===== config.mk =====
export PLATFORM = sky130hd
export DESIGN_NAME = button_event_arbiter
export DESIGN_NICKNAME = d
export VERILOG_FILES = /design/src/rtl/button_event_arbiter.sv
export SDC_FILE = /design/constraint.sdc
export NUM_CORES = 1
export LEC_CHECK = 0
export CAP_MARGIN = 20
export CORE_MARGIN = 2
export CORE_UTILIZATION = 55
export DETAILED_ROUTE_END_ITERATION = 16
export PLACE_DENSITY_LB_ADDON = 0.15
export SYNTH_ARGS = -nofsm -noshare
export SYNTH_HDL_FRONTEND = slang
export SYNTH_SLANG_ARGS = --single-unit

===== constraint.sdc =====
create_clock -name sys_clk -period 4.45 [get_ports sys_clk]
set_input_delay 0.6675 -clock sys_clk [delete_from_list [all_inputs] [get_ports sys_clk]]
set_output_delay 0.6675 -clock sys_clk [all_outputs]
set_load 0.02 [all_outputs]

===== src/rtl/button_event_arbiter.sv =====
// Round-robin arbiter turning debounced button pulses into a stream of event IDs,
// with a shared post-accept lockout and sticky per-channel lost-press flags.
module button_event_arbiter #(
  parameter int unsigned NUM_CHANNELS  = 4,
  parameter int unsigned LOCKOUT_COUNT = 1_000_000
) (
  input  logic                            sys_clk,
  input  logic                            sys_rst,
  input  logic [NUM_CHANNELS-1:0]         in_pulse,
  output logic                            evt_valid,
  output logic [$clog2(NUM_CHANNELS)-1:0] evt_id,
  input  logic                            evt_ready,
  output logic [NUM_CHANNELS-1:0]         overflow,
  input  logic                            ovf_clear,
  output logic                            busy
);

  localparam int unsigned ID_WIDTH  = $clog2(NUM_CHANNELS);
  localparam int unsigned CTR_W     = (LOCKOUT_COUNT > 0) ? $clog2(LOCKOUT_COUNT + 1) : 1;
  localparam int unsigned LOCK_LAST = (LOCKOUT_COUNT > 0) ? LOCKOUT_COUNT - 1 : 0;

  typedef enum logic [1:0] {IDLE, OFFER, LOCKOUT} state_t;

  state_t                  state, state_nxt;
  logic [NUM_CHANNELS-1:0] pending, pending_nxt;
  logic [NUM_CHANNELS-1:0] overflow_nxt;
  logic [NUM_CHANNELS-1:0] clr_mask;
  logic [ID_WIDTH-1:0]     last_grant, last_grant_nxt;
  logic [ID_WIDTH-1:0]     evt_id_nxt;
  logic [ID_WIDTH-1:0]     sel;
  logic                    found;
  logic                    evt_valid_nxt;
  logic                    busy_nxt;
  logic [CTR_W-1:0]        lock_ctr, lock_ctr_nxt;

  // State and all outputs are registered here.
  always_ff @(posedge sys_clk or posedge sys_rst) begin
    if (sys_rst) begin
      state      <= IDLE;
      evt_valid  <= 1'b0;
      evt_id     <= '0;
      overflow   <= '0;
      busy       <= 1'b0;
      pending    <= '0;
      last_grant <= ID_WIDTH'(NUM_CHANNELS - 1);
      lock_ctr   <= '0;
    end else begin
      state      <= state_nxt;
      evt_valid  <= evt_valid_nxt;
      evt_id     <= evt_id_nxt;
      overflow   <= overflow_nxt;
      busy       <= busy_nxt;
      pending    <= pending_nxt;
      last_grant <= last_grant_nxt;
      lock_ctr   <= lock_ctr_nxt;
    end
  end

  // Round-robin search starting just above the last granted channel.
  always_comb begin
    found = 1'b0;
    sel   = '0;
    for (int unsigned k = 1; k <= NUM_CHANNELS; k++) begin
      logic [ID_WIDTH-1:0] idx;
      idx = ID_WIDTH'((32'(last_grant) + k) % NUM_CHANNELS);
      if (!found && pending[idx]) begin
        found = 1'b1;
        sel   = idx;
      end
    end
  end

  // Next-state, grant and lockout sequencing.
  always_comb begin
    state_nxt      = state;
    evt_valid_nxt  = evt_valid;
    evt_id_nxt     = evt_id;
    last_grant_nxt = last_grant;
    lock_ctr_nxt   = lock_ctr;
    clr_mask       = '0;

    unique case (state)
      IDLE: begin
        if (found) begin
          evt_id_nxt     = sel;
          last_grant_nxt = sel;
          clr_mask       = NUM_CHANNELS'(1) << sel;
          evt_valid_nxt  = 1'b1;
          state_nxt      = OFFER;
        end
      end
      OFFER: begin
        if (evt_ready) begin
          evt_valid_nxt = 1'b0;
          lock_ctr_nxt  = '0;
          state_nxt     = (LOCKOUT_COUNT > 0) ? LOCKOUT : IDLE;
        end
      end
      LOCKOUT: begin
        if (lock_ctr == CTR_W'(LOCK_LAST)) begin
          lock_ctr_nxt = '0;
          state_nxt    = IDLE;
        end else begin
          lock_ctr_nxt = lock_ctr + CTR_W'(1);
        end
      end
      default: state_nxt = IDLE;
    endcase

    busy_nxt = (state_nxt != IDLE);
  end

  // A new pulse always re-arms pending; it only counts as lost if the bit was already held.
  always_comb begin
    pending_nxt  = (pending & ~clr_mask) | in_pulse;
    overflow_nxt = (ovf_clear ? '0 : overflow) | (in_pulse & pending & ~clr_mask);
  end

endmodule


======== Word-level counts from Yosys, hierarchy flattened ========
Index checks and enable logic that the tools add are counted.
word-level totals
  bits in registers ....................... 36
  bits of input ports ..................... 8
operators by class
  $add $sub $neg .......................... 5
  $lt $le $gt $ge ......................... 4
  equal/unequal tests ..................... 5
  shifts and indexed selects .............. 1
  mux-type cells .......................... 29
  bitwise logic cells ..................... 6
  reduce and logical (&&, ||, !) cells .... 13
operators by type and width
  cell                   number
  $mux 20                2
  $pmux 20 s2            1
  $add 20x1->20 const B  1
  $eq 20x20->1 const B   1
  $mux 2                 7
  $and 4x4->4            3
  $lt 2x3->1 const B     4
  $mux 4                 3
  $mux 1                 10
  $bmux 1 s2             4
  $or 4x4->4             2
  $pmux 2 s3             1
  $reduce_bool 2->1      3
  $add 2x1->2 const B    2
  $add 2x2->2 const B    2
  $ne 2x2->1 const B     2
  $not 4->4              1
  $reduce_and 2->1       2
  $shl 1x2->4 const A    1
  $logic_and 1x1->1      3
  $logic_not 1->1        3
  $reduce_and 3->1       1
  $eq 2x1->1 const B     1
  $eq 2x2->1 const B     1
  2 further kinds        2

======== Longest topological paths before layout ========
Gate-level depths: netlist (run 1).
  depth after elaboration ................. 19
  mapped depth ............................ 7
  gate-level depth less buffers ........... 6

======== Worst setup path before layout (run 1) ========
OpenSTA, ideal clock, no wires.
  kind .................................... input to register
  start ................................... input port evt_ready
  end ..................................... register lock_ctr[9]
  library setup time ...................... 0.118 ns
  arrival ................................. 1.613 ns
  required time ........................... 4.332 ns
  path slack .............................. 2.719 ns
  stages on the path ...................... 6
  path through ............................ nand2b_1 or2_1 and2_1 buf_2 a21o_1 a21o_1
on the way
  longest elaborated chain between the ends .. 2
ends and longest elaborated chain
  what                        RTL line  source
  start: declaration          12        input logic evt_ready,
  $ne 2x2->1 (no line)        n/a
  $reduce_and 2->1 (no line)  n/a
  end signal: assignment      55        lock_ctr <= lock_ctr_nxt;
  end: declaration            34        logic [CTR_W-1:0] lock_ctr, lock_ctr_nxt;
No other way between the ends.
A chain may end at the register's enable or synchronous reset.

======== Worst setup path after layout (run 1) ========
  start ................................... register lock_ctr[0]
  end ..................................... register lock_ctr[7]
on the way
  longest elaborated chain between the ends .. 3
ends and longest elaborated chain
  what                                                  RTL line  source
  $add 20x1->20 / $eq 20x20->1 (equally long branches)  104, 100
  $mux 20 (*)                                           100       if (lock_ctr == CTR_W'(LOCK_LAST)) begin
  $pmux 20 s2 (*)                                       82        unique case (state)
Every way passes the cells marked *; elsewhere a longest branch is shown, timed or not.

==> results_tabular.tex, run 1 <==
\begin{tabular}{lr}
\hline
Metric & Value \\
\hline
\multicolumn{2}{l}{\textbf{Status}} \\
Status & completed \\
\multicolumn{2}{l}{\textbf{Timing}} \\
Final setup violation count & 0 \\
Fmax achieved & 457.7 MHz \\
Setup repair after global routing missed its margin & false \\
Final Hold Viols & 0 \\
Headroom to the max-slew limit & 41.31\% \\
Tcrit/Tclk final & 49.10\% \\
Final min period & 2185 ps \\
Setup clock skew after layout & 10.97 ps \\
Setup TNS after final layout & 0 ps \\
Hold Worst Slack & 486.0 ps \\
Number of pins with negative max-slew slack in the final report & 0 \\
Worst-Margin Slew & 880.4 ps \\
\multicolumn{2}{l}{\textbf{Min path}} \\
Min-Delay Path Class & flip-flop to flip-flop \\
Count of cells along the worst hold path & 2 \\
Worst hold endpoint & evt\_id[1] \\
Beginning of the worst hold path & evt\_id[1] \\
\multicolumn{2}{l}{\textbf{Pwr}} \\
Sequential cell fraction of total power & 44.4\% \\
Switch share & 40.09\% \\
Cell-internal power & 0.6991 mW \\
Leak & 0.9321 nW \\
Clock power share & 16.3\% \\
Power per standard cell area & 562.5 nW/um\^{}2 \\
Maximum vdd ir drop & 0.0002986 V \\
Comb pwr share & 39.3\% \\
Net switching power of the design & 0.4678 mW \\
\multicolumn{2}{l}{\textbf{CTS}} \\
Maximum level of the CTS H-tree & 2 \\
Number of buffers created by CTS & 5 \\
Number of buffers on the longest clock path & 2 \\
Post-CTS sizing & 0 \\
Clock sink count & 36 \\
Clock root buffer & sky130\_fd\_sc\_hd\_\_clkbuf\_4 \\
Clock tree from TritonCTS & yes \\
Buffers inserted during post-CTS setup optimization & 0 \\
Clock transition time at the flip-flop clock pins of the worst setup and hold paths & 100 ps \\
Clock latency on the worst-skew pair & 330 ps \\
Number of buffers added to fix hold violations after cts & 0 \\
\multicolumn{2}{l}{\textbf{Synth}} \\
Post-Synthesis Net Count & 201 \\
Number of register bits inferred by synthesis & 36 \\
Register area share after synthesis & 49.18\% \\
Share of Yosys cell area claimed by the top area cell type & 46.32\% \\
Count of cell types in the netlist & 45 \\
Largest cells by area after synthesis & sky130\_fd\_sc\_hd\_\_dfrtp\_1 (46\%), sky130\_fd\_sc\_hd\_\_nand2\_1 (6.3\%), sky130\_fd\_sc\_hd\_\_a21oi\_1 (3.0\%) \\
Post-Synthesis Cells & 192 \\
Mean cell area of the mapped netlist & 9.566 sq um \\
Summed instance area of the synthesized netlist & 1837 sq um \\
Biggest area consumer among synthesized cells & sky130\_fd\_sc\_hd\_\_dfrtp\_1 \\
Number of synthesis warnings & 0 \\
\multicolumn{2}{l}{\textbf{Floorplanning}} \\
Die span in x & 61.79 microns \\
Height of the die & 61.79 microns \\
Core area & 3103 sq um \\
Count of standard-cell rows & 20 \\
Area enclosed by the die boundary & 3818 sq um \\
Boundary Pins & 16 \\
Effective utilization at floorplan & 59.19\% \\
\multicolumn{2}{l}{\textbf{Critical path}} \\
Slowest stage cell on the critical path & sky130\_fd\_sc\_hd\_\_a21oi\_2 \\
Reg-to-Reg Start & lock\_ctr[0] \\
CP Data Required Time & 4680 ps \\
Endpoint of the most critical register-to-register path & lock\_ctr[7] \\
WP buf/inv & 0 \\
R2R depth & 6 \\
Worst path cell trace & ha\_1 > nand4\_2 > nor2\_2 > a21oi\_2 > nand2\_1 > o311ai\_1 \\
Crit path max-delay family & compound AO/OA/AOI/OAI gates \\
Crit path DAT & 2420 ps \\
Source of the critical timing path & lock\_ctr[0] \\
Critical Path Max Stage Delay & 700 ps \\
Type of the worst setup path & flip-flop to flip-flop \\
Setup slack, reg-to-reg & 2270 ps \\
Startpoint type of the worst setup path & flip-flop \\
Largest fanout of any net on the critical path & 21 \\
Kind of end point of the critical path & flip-flop \\
\multicolumn{2}{l}{\textbf{Placed design}} \\
Post-detailed-placement half-perimeter wirelength & 2627 microns \\
GPL Wtd Cong & 0.8270 \\
Number of input and output port buffers inserted & 15 \\
\multicolumn{2}{l}{\textbf{Route}} \\
\# DRC & 0 \\
Detailed-route vias per instance & 6.031 \\
Total Routed Length & 3747 microns \\
Starting DRT DRC Count & 135 \\
Count of nets left with antenna violations after detail routing & 0 \\
Routed WL per cell & 14.75 microns \\
Vias & 1532 \\
Router iterations before antenna repair & 4 \\
\multicolumn{2}{l}{\textbf{Flow run}} \\
Number of maximum-capacitance constraint violations & 0 \\
\multicolumn{2}{l}{\textbf{GRT}} \\
Via count of the first global-routing pass & 1396 \\
Global-route total usage across every layer & 22.90\% \\
Wire length of the first global-routing pass & 6320 microns \\
Antenna violations before repair & 0 \\
Pin count of the biggest net entering global routing & 37 \\
Final global-route overflow total & 0 \\
\multicolumn{2}{l}{\textbf{Cells and area}} \\
Relative area change from synthesis to final layout & 12.94\% \\
Antenna Cells & 0 \\
Final nets & 219 \\
Leading cell types in the layout, fill and taps excluded & sky130\_fd\_sc\_hd\_\_dfrtp\_1 (34), sky130\_fd\_sc\_hd\_\_nand2\_1 (31), sky130\_fd\_sc\_hd\_\_clkdlybuf4s50\_1 (15), sky130\_fd\_sc\_hd\_\_a21oi\_1 (11), sky130\_fd\_sc\_hd\_\_nand3\_1 (11) \\
Most frequent standard cell in the layout excluding fill and tap cells & sky130\_fd\_sc\_hd\_\_dfrtp\_1 \\
Share of cells above drive strength 1 & 9.048\% \\
\hline
\end{tabular}
layer usage:
metal / vias up / part of all wire, % / global-route usage (%)
met3: 4 / 4.0 / 6.211
met2: 35 / 48 / 36.69
met5: - / 0 / 0
met1: 751 / 47 / 30.53
li1: 742 / - / -
met4: 0 / 0.99 / 6.991
cell type report:
| class | instances | area [sq um] |
|---|---|---|
| multi-input cells | 142 | 859.6 |
| clock buffers | 7 | 65.06 |
| well taps | 44 | 55.05 |
| fillers | 281 | 1028 |
| repair buffers | 16 | 157.7 |
| inverters | 9 | 33.78 |
| flip-flops and latches | 36 | 903.4 |
power by group through the flow:
stage                     Combinational, mW  Clock, mW  Sequential (mW)
after floorplan                       0.294          0            0.541
after global placement                0.443          0            0.517
after detailed placement              0.456          0            0.523
after CTS                             0.459      0.195            0.517
after global routing                  0.511      0.213            0.535
final                                 0.458      0.190            0.518
through the flow:
step / power, mW / worst slack (ps) / cell area [sq um] / util, % / cells
5_1_grt: 1.258 / 1952 / 2074 / 66.85 / 254
4_1_cts: 1.171 / 2257 / 2074 / 66.85 / 254
6_report: 1.167 / 2265 / 2074 / 66.85 / 254
3_5_place_dp: 0.9786 / 2117 / 2009 / 64.76 / 247
2_1_floorplan: 0.8351 / 2719 / 1837 / - / 192
3_3_place_gp: 0.9605 / 2163 / 2009 / 64.76 / 247
Yosys cell counts, drive strengths merged:
library cell  number
o21ai              7
nor4bb             1
nand2             31
o2bb2ai            2
o31ai              1
nand2b             4
a21boi             1
inv                9
and4               1
nor2              11
o211a              2
a41oi              3
and3               2
nor3               9
or4                1
a211oi             1
o311ai             2
a21oi             12
nand4              4
or3                4
nand3             12
a21o               6
o22a               1
dfrtp             34
dfstp              2
a31oi              7
o211ai             2
a311oi             1
and2               1
nor4               2
nor4b              1
a211o              3
or2                3
buf                5
ha                 1
a22o               3
cell families (layout without fill, tap and decap cells):
logic type	Yosys count	count (layout)	synth area share [%]
flops	36	36	49.18
fa+ha+maj	1	1	0.6811
buf+inv	14	32	4.019
compound gates	54	54	20.51
simple gates	87	87	25.61
worst min-delay path: cells and delay by family (launching register included):
kind             cells  cell delay [ps]
flip-flops           1              360
AND/OR/NAND/NOR      2              100
sequential cells by signal (all words and copies together) (netlist names):
name / count
evt_id: 2
busy: 1
overflow: 4
evt_valid: 1
state: 2
last_grant: 2
pending: 4
lock_ctr: 20
worst max path at each step:
stage / endpoint / slack [ps] / cells after the start
floorplan: lock_ctr[9] / 2720 / 6
global placement: lock_ctr[11] / 2160 / 6
detailed placement: lock_ctr[11] / 2120 / 6
CTS: lock_ctr[7] / 2260 / 6
global route: lock_ctr[7] / 1950 / 6
finish: lock_ctr[7] / 2270 / 6
Note: power is estimated with default switching activity, not from simulation.
==> run 2, diff against run 1 <==
--- a/config.mk
+++ b/config.mk
@@ -7,7 +7,7 @@
 export LEC_CHECK = 0
 export CAP_MARGIN = 20
 export CORE_MARGIN = 2
-export CORE_UTILIZATION = 55
+export CORE_UTILIZATION = 51
 export DETAILED_ROUTE_END_ITERATION = 16
 export PLACE_DENSITY_LB_ADDON = 0.15
 export SYNTH_ARGS = -nofsm -noshare
==> constraint.sdc (replaced) <==
create_clock -name sys_clk -period 1.9 [get_ports sys_clk]
set_input_delay 0.285 -clock sys_clk [delete_from_list [all_inputs] [get_ports sys_clk]]
set_output_delay 0.285 -clock sys_clk [all_outputs]
set_load 0.02 [all_outputs]
==> run 2 against run 1 <==
Compared with the run above: sequential share of layout area shrank 2.1 points; first-iteration DRC count is 19% lower; non-clock buffer count is 11 higher; total power up 140%; design area increased by 5.1%; largest cell class unchanged; critical path type unchanged; hold slack got worse by 160 ps; global-route usage is 1.2 points lower; register-to-register slack worse by 2100 ps; highest routed layer unchanged.
==> results_tabular.tex, run 2 (synthesis gave the netlist of run 1 again) <==
\begin{tabular}{lr}
\hline
Metric & Value \\
\hline
\multicolumn{2}{l}{\textbf{Status}} \\
Status & completed \\
\multicolumn{2}{l}{\textbf{GRT}} \\
Grt met1 use & 26.43\% (-4.1 points) \\
Layer carrying the most global-route usage & met2 \\
Wire length of the first global-routing pass & 6879 microns (+8.8\%) \\
Pin count of the biggest net entering global routing & 37 (unchanged) \\
Antenna violations before repair & 0 (unchanged) \\
Via count of the first global-routing pass & 1578 (+13\%) \\
GR met3 Demand/Resource & 6.866\% (+0.66 points) \\
Global-route total usage across every layer & 21.74\% (-1.2 points) \\
Final global-route overflow total & 0 (unchanged) \\
Met2 track demand over resource & 36.72\% (about the same) \\
\multicolumn{2}{l}{\textbf{Timing}} \\
Tcrit/Tclk final & 93.76\% (+45 points) \\
Final Hold Viols & 0 (unchanged) \\
Headroom to the max-slew limit & 70.16\% (+29 points) \\
Final setup violation count & 0 (unchanged) \\
Setup TNS after final layout & 0 ps (unchanged) \\
Number of pins with negative max-slew slack in the final report & 0 (unchanged) \\
Final min period & 1781 ps (-403.3 ps) \\
Fmax achieved & 561.3 MHz (+23\%) \\
Hold Worst Slack & 327.4 ps (-158.6 ps) \\
Worst-Margin Slew & 443.5 ps (-436.9 ps) \\
Setup clock skew after layout & 9.624 ps (-1.346 ps) \\
Setup repair after global routing missed its margin & false \\
\multicolumn{2}{l}{\textbf{Cells and area}} \\
Share of cells above drive strength 1 & 14.86\% (+5.8 points) \\
Filler cell count & 274 (-2.5\%) \\
Utilization after layout & 64.34\% (-2.5 points) \\
Flip-flop count of the largest register after layout & 20 (unchanged) \\
Biggest register & lock\_ctr \\
Most frequent standard cell in the layout excluding fill and tap cells & sky130\_fd\_sc\_hd\_\_dfrtp\_1 \\
Antenna Cells & 0 (unchanged) \\
Summed area of non-filler cells in the final layout & 2181 sq um (+5.1\%) \\
Final nets & 230 (+5.0\%) \\
Leading cell types in the layout, fill and taps excluded & sky130\_fd\_sc\_hd\_\_dfrtp\_1 (34), sky130\_fd\_sc\_hd\_\_nand2\_1 (31), sky130\_fd\_sc\_hd\_\_clkdlybuf4s50\_1 (15), sky130\_fd\_sc\_hd\_\_buf\_4 (12) \\
Largest registers ranked by flip-flop count & lock\_ctr (20), overflow (4), pending (4) \\
Relative area change from synthesis to final layout & 18.73\% \\
\multicolumn{2}{l}{\textbf{Route}} \\
Starting DRT DRC Count & 109 (-19\%) \\
Vias & 1555 (+1.5\%) \\
Total Routed Length & 3906 microns (+4.2\%) \\
\# DRC & 0 (unchanged) \\
Detailed-route vias per instance & 5.802 (-3.8\%) \\
Router iterations before antenna repair & 4 (unchanged) \\
Count of nets left with antenna violations after detail routing & 0 (unchanged) \\
Routed WL per cell & 14.57 microns (-1.2\%) \\
\multicolumn{2}{l}{\textbf{CTS}} \\
Maximum level of the CTS H-tree & 2 (unchanged) \\
Clock sink count & 36 (unchanged) \\
Number of buffers created by CTS & 5 (unchanged) \\
Buffers inserted during post-CTS setup optimization & 0 (unchanged) \\
Clock tree from TritonCTS & yes \\
Clock root buffer & sky130\_fd\_sc\_hd\_\_clkbuf\_4 \\
Clock latency on the worst-skew pair & 340 ps (about the same) \\
Number of buffers on the longest clock path & 2 (unchanged) \\
Clock transition time at the flip-flop clock pins of the worst setup and hold paths & 110 ps (about the same) \\
\multicolumn{2}{l}{\textbf{Floorplanning}} \\
Effective utilization at floorplan & 54.19\% (-5.0 points) \\
Die span in x & 64.01 microns (+3.6\%) \\
Area enclosed by the die boundary & 4097 sq um (+7.3\%) \\
Core area & 3390 sq um (+9.2\%) \\
Count of standard-cell rows & 21 (+5.0\%) \\
Height of the die & 64.01 microns (+3.6\%) \\
Boundary Pins & 16 (unchanged) \\
\multicolumn{2}{l}{\textbf{Pwr}} \\
Clock power share & 14.3\% (-2.0 points) \\
Cell-internal power & 1.656 mW (+140\%) \\
Comb pwr share & 43.3\% (+4.0 points) \\
Net switching power of the design & 1.160 mW (+150\%) \\
Power per standard cell area & 1291 nW/um\^{}2 (+130\%) \\
Power Total & 2.816 mW (+140\%) \\
Switch share & 41.20\% (+1.1 points) \\
Sequential cell fraction of total power & 42.4\% (-2.0 points) \\
Maximum vdd ir drop & 0.0006440 V (+120\%) \\
Leak & 0.9912 nW (+6.3\%) \\
\multicolumn{2}{l}{\textbf{Placed design}} \\
Number of input and output port buffers inserted & 15 (unchanged) \\
Post-detailed-placement half-perimeter wirelength & 2826 microns (+7.5\%) \\
Post-detailed-placement cell area & 2095 sq um (+4.2\%) \\
GPL Wtd Cong & 0.8300 (+0.36\%) \\
\multicolumn{2}{l}{\textbf{Critical path}} \\
Kind of end point of the critical path & flip-flop \\
Type of the worst setup path & flip-flop to flip-flop \\
Startpoint type of the worst setup path & flip-flop \\
CP Data Required Time & 2190 ps (-2490 ps) \\
Crit path DAT & 2070 ps (-350 ps) \\
Setup slack, reg-to-reg & 120 ps (-2150 ps) \\
Largest fanout of any net on the critical path & 12 (-43\%) \\
\multicolumn{2}{l}{\textbf{Flow run}} \\
Number of maximum-capacitance constraint violations & 0 (unchanged) \\
\multicolumn{2}{l}{\textbf{Min path}} \\
Min-Delay Path Class & input port to asynchronous set/reset pin \\
\hline
\end{tabular}
==> run 2: what timing repair did <==
item,in CTS,in global routing
setup endpoints to repair,0,9
hold endpoints to repair,0,0
hold buffers,0,0
resized for setup,0,7
==> run 2: worst max-delay path, stage by stage (launching register included) <==
cell	delay [ps]
sky130_fd_sc_hd__dfrtp_1	420
sky130_fd_sc_hd__and3_1	220
sky130_fd_sc_hd__and4_4	210
sky130_fd_sc_hd__a21o_2	300
sky130_fd_sc_hd__or4_1	490
sky130_fd_sc_hd__nand3_1	90
==> run 2: path summary, 6_finish.rpt <==
| check | startpoint | end | cells after the start |
|---|---|---|---|
| setup / recovery | lock_ctr[18] | lock_ctr[18] | 5 |
| hold / removal | sys_rst | evt_id[1] | 3 |
| setup reg to reg | lock_ctr[18] | lock_ctr[18] | 5 |
| hold reg to reg | evt_id[1] | evt_id[1] | 2 |
| max in group asynchronous | sys_rst | last_grant[0] | 3 |
| min in group sys_clk | in_pulse[2] | pending[2] | 3 |
==> run 2: power groups by stage <==
stage / clock, mW / combinational (mW) / sequential [mW]
3_5_place_dp: 0 / 1.20 / 1.20
4_1_cts: 0.412 / 1.20 / 1.19
5_1_grt: 0.447 / 1.35 / 1.23
6_report: 0.402 / 1.22 / 1.20
3_3_place_gp: 0 / 1.15 / 1.19
2_1_floorplan: 0 / 0.688 / 1.27
==> run 2: area by class of cell <==
type                            instances  area [sq um]  area share, %
Sequential cell                        36         903.4          41.42
Clock inverter                          3         18.77         0.8606
Tap cell                               46         57.56          2.639
Multi-Input combinational cell        142         889.6          40.79
Timing Repair Buffer                   27         240.2          11.02
Inverter                                9         33.78          1.549
Clock buffer                            5         37.54          1.721
==> run 2: per-stage QoR <==
stage          setup slack (ps)  std cells
2_1_floorplan             231.9        192
3_3_place_gp              45.97        260
3_5_place_dp              2.817        260
4_1_cts                   49.68        268
5_1_grt                   34.26        268
6_report                  118.5        268
==> run 2: per-layer routing <==
| metal | part of all wire, % | wire length, microns |
|---|---|---|
| met1 | 47 | 1820 |
| met2 | 47 | 1831 |
| met3 | 5.1 | 199 |
| met4 | 1.4 | 55 |
| met5 | 0 | 0 |
